$ cat config.mk
export PLATFORM = sky130hd
export DESIGN_NAME = pulse_period_meter
export DESIGN_NICKNAME = d
export VERILOG_FILES = /design/src/rtl/pulse_period_meter.sv
export SDC_FILE = /design/constraint.sdc
export NUM_CORES = 1
export LEC_CHECK = 0
export ABC_AREA = 0
export BUFFER_PORTS_ARGS = -buffer_cell sky130_fd_sc_hd__buf_4
export CORE_UTILIZATION = 51
export CTS_CLUSTER_DIAMETER = 40
export DETAILED_ROUTE_END_ITERATION = 10
export PLACE_DENSITY_LB_ADDON = 0.25
export RECOVER_POWER = 100
export SYNTH_ARGS = -nofsm -noshare
export SYNTH_HDL_FRONTEND = slang
export SYNTH_SLANG_ARGS = --single-unit
export TNS_END_PERCENT = 5
$ cat constraint.sdc
create_clock -name clk -period 2.03 [get_ports clk]
set_input_delay 0 -clock clk [delete_from_list [all_inputs] [get_ports clk]]
set_output_delay 0 -clock clk [all_outputs]
set_load 0.03 [all_outputs]
$ cat src/rtl/pulse_period_meter.sv
// Measures the clk-tick interval between successive rising edges of in, with a
// one-cycle valid strobe per period and a timeout flag. Optional: PULSE_METER_SYNC_EN.
module pulse_period_meter #(
  parameter int unsigned N = 16
) (
  input  logic         clk,
  input  logic         rst,
  input  logic         ena,
  input  logic         in,
  output logic [N-1:0] period,
  output logic         valid,
  output logic         timeout
);

  typedef enum logic [1:0] {
    S_IDLE    = 2'd0,
    S_MEASURE = 2'd1,
    S_TIMEOUT = 2'd2
  } state_e;

  localparam logic [N-1:0] CNT_ONE = {{(N-1){1'b0}}, 1'b1};
  localparam logic [N-1:0] CNT_MAX = '1;

  state_e       state_q, state_d;
  logic [N-1:0] cnt_q, cnt_d;
  logic [N-1:0] period_q, period_d;
  logic         valid_q, valid_d;
  logic         timeout_q, timeout_d;
  logic         in_q;
  logic         in_s;
  logic         rise;

`ifdef PULSE_METER_SYNC_EN
  // Synchronizer resets high so a line already high at reset release is no edge.
  logic [1:0] sync_q;

  always_ff @(posedge clk) begin
    if (rst) begin
      sync_q <= '1;
    end else begin
      sync_q <= {sync_q[0], in};
    end
  end

  always_comb in_s = sync_q[1];
`else
  always_comb in_s = in;
`endif

  always_comb rise = in_s & ~in_q;

  always_ff @(posedge clk) begin
    if (rst) begin
      state_q   <= S_IDLE;
      cnt_q     <= '0;
      period_q  <= '0;
      valid_q   <= 1'b0;
      timeout_q <= 1'b0;
      in_q      <= 1'b1;
    end else begin
      state_q   <= state_d;
      cnt_q     <= cnt_d;
      period_q  <= period_d;
      valid_q   <= valid_d;
      timeout_q <= timeout_d;
      in_q      <= in_s;
    end
  end

  always_comb begin
    state_d = state_q;
    if (!ena) begin
      state_d = S_IDLE;
    end else begin
      unique case (state_q)
        S_IDLE:    if (rise) state_d = S_MEASURE;
        S_MEASURE: if (!rise && cnt_q == CNT_MAX) state_d = S_TIMEOUT;
        S_TIMEOUT: if (rise) state_d = S_MEASURE;
        default:   state_d = S_IDLE;
      endcase
    end
  end

  // A rise coinciding with saturation is reported as a valid maximum period.
  always_comb begin
    cnt_d     = cnt_q;
    period_d  = period_q;
    valid_d   = 1'b0;
    timeout_d = timeout_q;
    if (!ena) begin
      cnt_d     = '0;
      timeout_d = 1'b0;
    end else begin
      unique case (state_q)
        S_IDLE: begin
          cnt_d = rise ? CNT_ONE : '0;
        end
        S_MEASURE: begin
          if (rise) begin
            period_d = cnt_q;
            valid_d  = 1'b1;
            cnt_d    = CNT_ONE;
          end else if (cnt_q == CNT_MAX) begin
            timeout_d = 1'b1;
          end else begin
            cnt_d = cnt_q + CNT_ONE;
          end
        end
        S_TIMEOUT: begin
          if (rise) begin
            timeout_d = 1'b0;
            cnt_d     = CNT_ONE;
          end
        end
        default: begin
          cnt_d     = '0;
          timeout_d = 1'b0;
        end
      endcase
    end
  end

  assign period  = period_q;
  assign valid   = valid_q;
  assign timeout = timeout_q;

endmodule

== After elaboration in Yosys (flattened, before gate mapping) ==
Index checks and enable logic that the tools add are counted.
W data, S select, Z words.

* Output and inout port bits: 18
* Register bits after elaboration: 37
* Bits of input ports: 4
* Word-level logic and storage cells: 44

* Reductions and logical operators: 10
* Bitwise gates (word level): 5
* $add $sub $neg: 1
* Multiplexer cells: 13
* Equality and inequality tests: 9

{| class="wikitable"
|+ Operator list
! operator !! count
|-
| $mux W16 || 3
|-
| $pmux W16 S3 || 1
|-
| $add A16 B1 Y16 const B || 1
|-
| $eq A16 B16 Y1 const B || 1
|-
| $ne A2 B2 Y1 const B || 4
|-
| $mux W1 || 5
|-
| $mux W2 || 2
|-
| $not A1 Y1 || 4
|-
| $pmux W2 S2 || 1
|-
| $reduce_and A2 Y1 || 2
|-
| $reduce_and A4 Y1 || 1
|-
| $reduce_or A2 Y1 || 2
|-
| $ne A3 B3 Y1 const B || 1
|-
| $pmux W1 S3 || 1
|-
| $reduce_and A3 Y1 || 1
|-
| $reduce_or A3 Y1 || 1
|-
| $eq A2 B1 Y1 const B || 1
|-
| $eq A2 B2 Y1 const B || 1
|-
| $logic_not A2 Y1 || 1
|-
| $ne A2 B1 Y1 const B || 1
|-
| $and A1 B1 Y1 || 1
|-
| $logic_and A1 B1 Y1 || 1
|-
| $logic_not A1 Y1 || 1
|}

== Depth between registers and ports, before layout ==
* Word-level depth: 6
* Depth in mapped cells: 7
* Depth with buffers taken out: 5

== Worst setup path before layout ==
No wires, ideal clock.

* Kind: register to register
* From: register cnt_q[0]
* To: register cnt_q[14]
* Setup time: 0.120 ns
* Slack: 0.118 ns
* Arrival: 1.793 ns
* Clock period less this slack: 1.912 ns
* Path buffers: 1
* Stages on the path, launching flop included: 7
* Data required time: 1.910 ns
* Path through: dfxtp_1 ha_1 nand3_2 or4_1 buf_2 and4_4 a211o_1

* Longest elaborated chain between the ends: 4
* Elaborated cells between the ends (all ways): 7
* Classes of those cells: add/sub: 1; eq/ne: 2; mux: 3; reduce/logical: 1

{| class="wikitable"
|+ RTL lines
! what !! RTL line !! RTL
|-
| from (decl) || 25 || <nowiki>logic [N-1:0] cnt_q, cnt_d;</nowiki>
|-
| from (signal assigned) || 62 || <nowiki>cnt_q <= cnt_d;</nowiki>
|-
| $add A16 B1 Y16 || 106 || <nowiki>cnt_d = cnt_q + CNT_ONE;</nowiki>
|-
| $mux W16 || 103 || <nowiki>end else if (cnt_q == CNT_MAX) begin</nowiki>
|-
| $mux W16 || 99 || <nowiki>if (rise) begin</nowiki>
|-
| $pmux W16 S3 || 94 || <nowiki>unique case (state_q)</nowiki>
|}

Parallel ways exist; a longest one is shown, timed or not. The select of a mux whose other input is x is not followed.
A chain may end at the register's enable or synchronous reset.

== Worst setup path in the final report ==
* From: register cnt_q[1]
* To: register cnt_q[0]

* Longest elaborated chain between the ends: 3

{| class="wikitable"
|+ RTL lines
! what !! RTL line
|-
| $eq A16 B16 Y1 || 103
|-
| $ne A3 B3 Y1 (no line) || --
|-
| $reduce_and A2 Y1 (no line) || --
|}

Every way passes these cells.

==> impl_metrics.csv <==
group,metric,value,unit
worst_setup_path,required,2.26,ns
die,initial_utilization,53.2,%
die,die_x,61.0,µm
clocking,cts.clk_slew.worst_paths,0.11,ns
power,p_per_area,585,mW/mm²
route,viasPerCell,5.97,
worst_setup_path,arrival,2.14,ns
power,vdd_drop_max,0.389,mV
worst_setup_path,rrSetupSlack,0.12,ns
die,fp.dieArea,0.00372,mm²
die,rows,21,
worst_setup_path,startpoint_type,"flip-flop",
logic_synthesis,yosysSeqAreaShare,41.7,%
timing,timing.hold.ws,0.0965,ns
timing,rsz0062_at_grt,"false",
die,dieHeight,61.0,µm
worst_setup_path,regToRegEndpoint,"cnt_q[0]$_SDFFE_PP0P_",
placed_design,place_area,0.00207,mm²
worst_setup_path,reg2reg_depth,6,
logic_synthesis,synth.ff_latch_count,37,
clocking,clock-sinks,37,
clocking,postCtsSetupBuffers,0,
clocking,htreeDepth,2,
timing,fin_crit_sh,94.3,%
logic_synthesis,synth_ff_type,"dfxtp_1",
finish,syn_to_final_growth,17.3,%
timing,final-hold-violation-count,0,
timing,fin_setup_tns,0,ns
timing,fin_skew,0.0118,ns
timing,slew_headroom,71.3,%
grt,grt_max_degree,21,
timing,worst_slew_pin_slew,0.424,ns
timing,finalMaxSlewViolations,0,
placed_design,hpwl,3210,µm
die,num_io_pins,22,
placed_design,dpl.cell_count,266,
placed_design,gp_congestion,0.885,
route,vias,1648,
finish,finalNetCount,235,
timing,period_minus_slack,1.91,ns
route,dr.pass1.iters,4,
worst_setup_path,end_kind,"flip-flop",
flow_run,drv_cap,0,
logic_synthesis,synth.net_count,197,
route,wl_per_cell,16.0,µm
clocking,max-clock-path-buffers,2,
route,drc,0,
clocking,cts_buffers,5,
logic_synthesis,ys_types,46,
outcome,status,"finished, final reports clean",
logic_synthesis,async_flop_share,0,%
grt,antenna_found_initial,0,
logic_synthesis,synth-edff-count,0,
finish,layout-drive-gt1-share,15.7,%
worst_hold_path,hold-path-cell-count,3,
route,initialDrtViolationCount,106,
finish,fin_cells,276,
clocking,root_buffer,"clkbuf_4",
clocking,clkLatencyLatePin,0.35,ns
route,routed_wirelength,4430,µm
placed_design,io_buffers,21,
finish,diodes,0,
clocking,cts_tree,"built",
worst_setup_path,path_max_fanout,6,
worst_hold_path,min_to,"cnt_q[2]$_SDFFE_PP0P_",
worst_hold_path,hp-class,"in -> reg",
worst_setup_path,r2r-start,"cnt_q[1]$_SDFFE_PP0P_",
grt,grt.total_usage,26.3,%
worst_setup_path,setup.worst_path.class,"reg -> reg",
timing,max_freq,522,MHz
logic_synthesis,syn_avg_cell_area,9.29,µm²
logic_synthesis,netlist_area,0.00177,mm²
die,coreArea,0.00334,mm²
finish,final_area,0.00208,mm²
logic_synthesis,synthCells,191,
timing,setup_violations,0,
logic_synthesis,yosysWarnings,0,
grt,grt_overflow,0,
worst_hold_path,hp-start,"ena",
power,power.leakage,0.000885,µW
route,antenna_left,0,
grt,grt_pass1_vias,1459,
grt,grt_pass1_wl,7070,µm
==> layer usage <==
layer / up-vias / wire length [µm] / track usage [%]
li1: 809 / - / -
met1: 795 / 2130 / 35.6
met2: 36 / 2110 / 41.3
met3: 8 / 134 / 5.97
met4: 0 / 56 / 9.42
met5: - / 0 / 0
==> cells in the final DEF (no fill, tap or decap), types with 3 or more instances in the layout <==
cell type  synthesis  final
dfxtp_1           37     35
nor2b_1            3      3
nand2_1            9      9
a211o_1            4      4
nor4_1             3      3
nand3_1           12     12
clkbuf_2           0      3
a211oi_1           4      4
mux2i_1           16     16
nand2b_1           5      5
buf_4              0     16
and2_1             4      4
or4_1              4      4
nor3_1             5      5
nand4_1            4      4
nor2_1            22     22
o21ai_1            3      3
clkbuf_1           4     20
a31oi_1            5      5
a311oi_1           3      3
clkbuf_4           0      5
==> cells by family (layout without fill, tap and decap cells) <==
group | Yosys count | count (layout) | share of synthesized area (%)
DFF | 37 | 37 | 41.7
muxes | 16 | 16 | 9.03
xor gates and xnor gates | 1 | 1 | 0.494
AOI/OAI and AO/OA | 38 | 38 | 16.1
buffers and inverters | 11 | 50 | 3.10
and+or+nand+nor | 86 | 86 | 28.1
adders and majority gates | 2 | 2 | 1.41
==> flip-flops by register name, indices dropped and copies added, names as in the netlist <==
register and cells:
valid 1, cnt_q 16, in_q 1, timeout 1, state_q 2, period 16
==> worst max path at each step <==
stage,from,endpoint,slack [ns],cells past startpoint
after CTS,cnt_q[1]$_SDFFE_PP0P_,cnt_q[0]$_SDFFE_PP0P_,0.02,6
after detailed placement,cnt_q[1]$_SDFFE_PP0P_,cnt_q[0]$_SDFFE_PP0P_,0.06,6
final,cnt_q[1]$_SDFFE_PP0P_,cnt_q[0]$_SDFFE_PP0P_,0.12,6
after global routing,cnt_q[0]$_SDFFE_PP0P_,cnt_q[0]$_SDFFE_PP0P_,0.02,6
after global placement,cnt_q[1]$_SDFFE_PP0P_,cnt_q[0]$_SDFFE_PP0P_,0.10,6
after floorplan,cnt_q[0]$_SDFFE_PP0P_,cnt_q[14]$_SDFFE_PP0P_,0.12,6
==> where the power goes <==
| part | switching [µW] | internal [µW] | leakage (µW) |
|---|---|---|---|
| registers | 2.49 | 728 | 0.000299 |
| clock network | 246 | 201 | 0.0000413 |
| logic | 24.3 | 15.2 | 0.000545 |
==> worst max-delay path, cell delays in order, from the launching register on <==
cell	delay, ns
dfxtp_2	0.40
ha_1	0.24
nand3_2	0.16
or4_1	0.56
buf_4	0.18
xnor2_1	0.15
a31oi_1	0.10
==> cell type report <==
type                    count  area, µm²
fillers                   328       1250
multi-input cells         143        977
flip-flops and latches     37        743
repair buffers             41        230
clock buffers               7       65.1
well taps                  46       57.6
clock inverters             1       5.00
inverters                   1       3.75
==> synthesized netlist by cell type (all sizes together), types with 3 or more instances <==
| master | number | area (µm²) |
|---|---|---|
| dfxtp | 37 | 741 |
| nor2 | 22 | 82.6 |
| mux2i | 16 | 160 |
| nand3 | 13 | 70.1 |
| nand2 | 9 | 33.8 |
| buf | 6 | 36.3 |
| a31oi | 5 | 31.3 |
| nand2b | 5 | 31.3 |
| nand4 | 5 | 46.3 |
| nor3 | 5 | 25.0 |
| o21ai | 5 | 25.0 |
| or4 | 5 | 38.8 |
| a211o | 4 | 35.0 |
| a211oi | 4 | 30.0 |
| and2 | 4 | 25.0 |
| clkbuf | 4 | 15.0 |
| nor4 | 4 | 40.0 |
| a311oi | 3 | 26.3 |
| and4 | 3 | 30.0 |
| nor2b | 3 | 18.8 |
==> stage by stage <==
stage                     total power [µW]  setup WS, ns  util (%)
after CTS                             1220        0.0214      64.8
after detailed placement               784        0.0640      62.1
after floorplan                        768         0.118         -
final                                 1220         0.116      62.4
after global routing                  1260        0.0201      62.4
after global placement                 783         0.105      62.1
==> repair_timing <==
item / 4_1_cts / 5_1_grt
gates resized for setup: 0 / 2
endpoints found under the hold margin: 17 / 0
hold buffers: 2 / 0
setup endpoints to repair: 0 / 7
(Power assumes the default switching activity.)
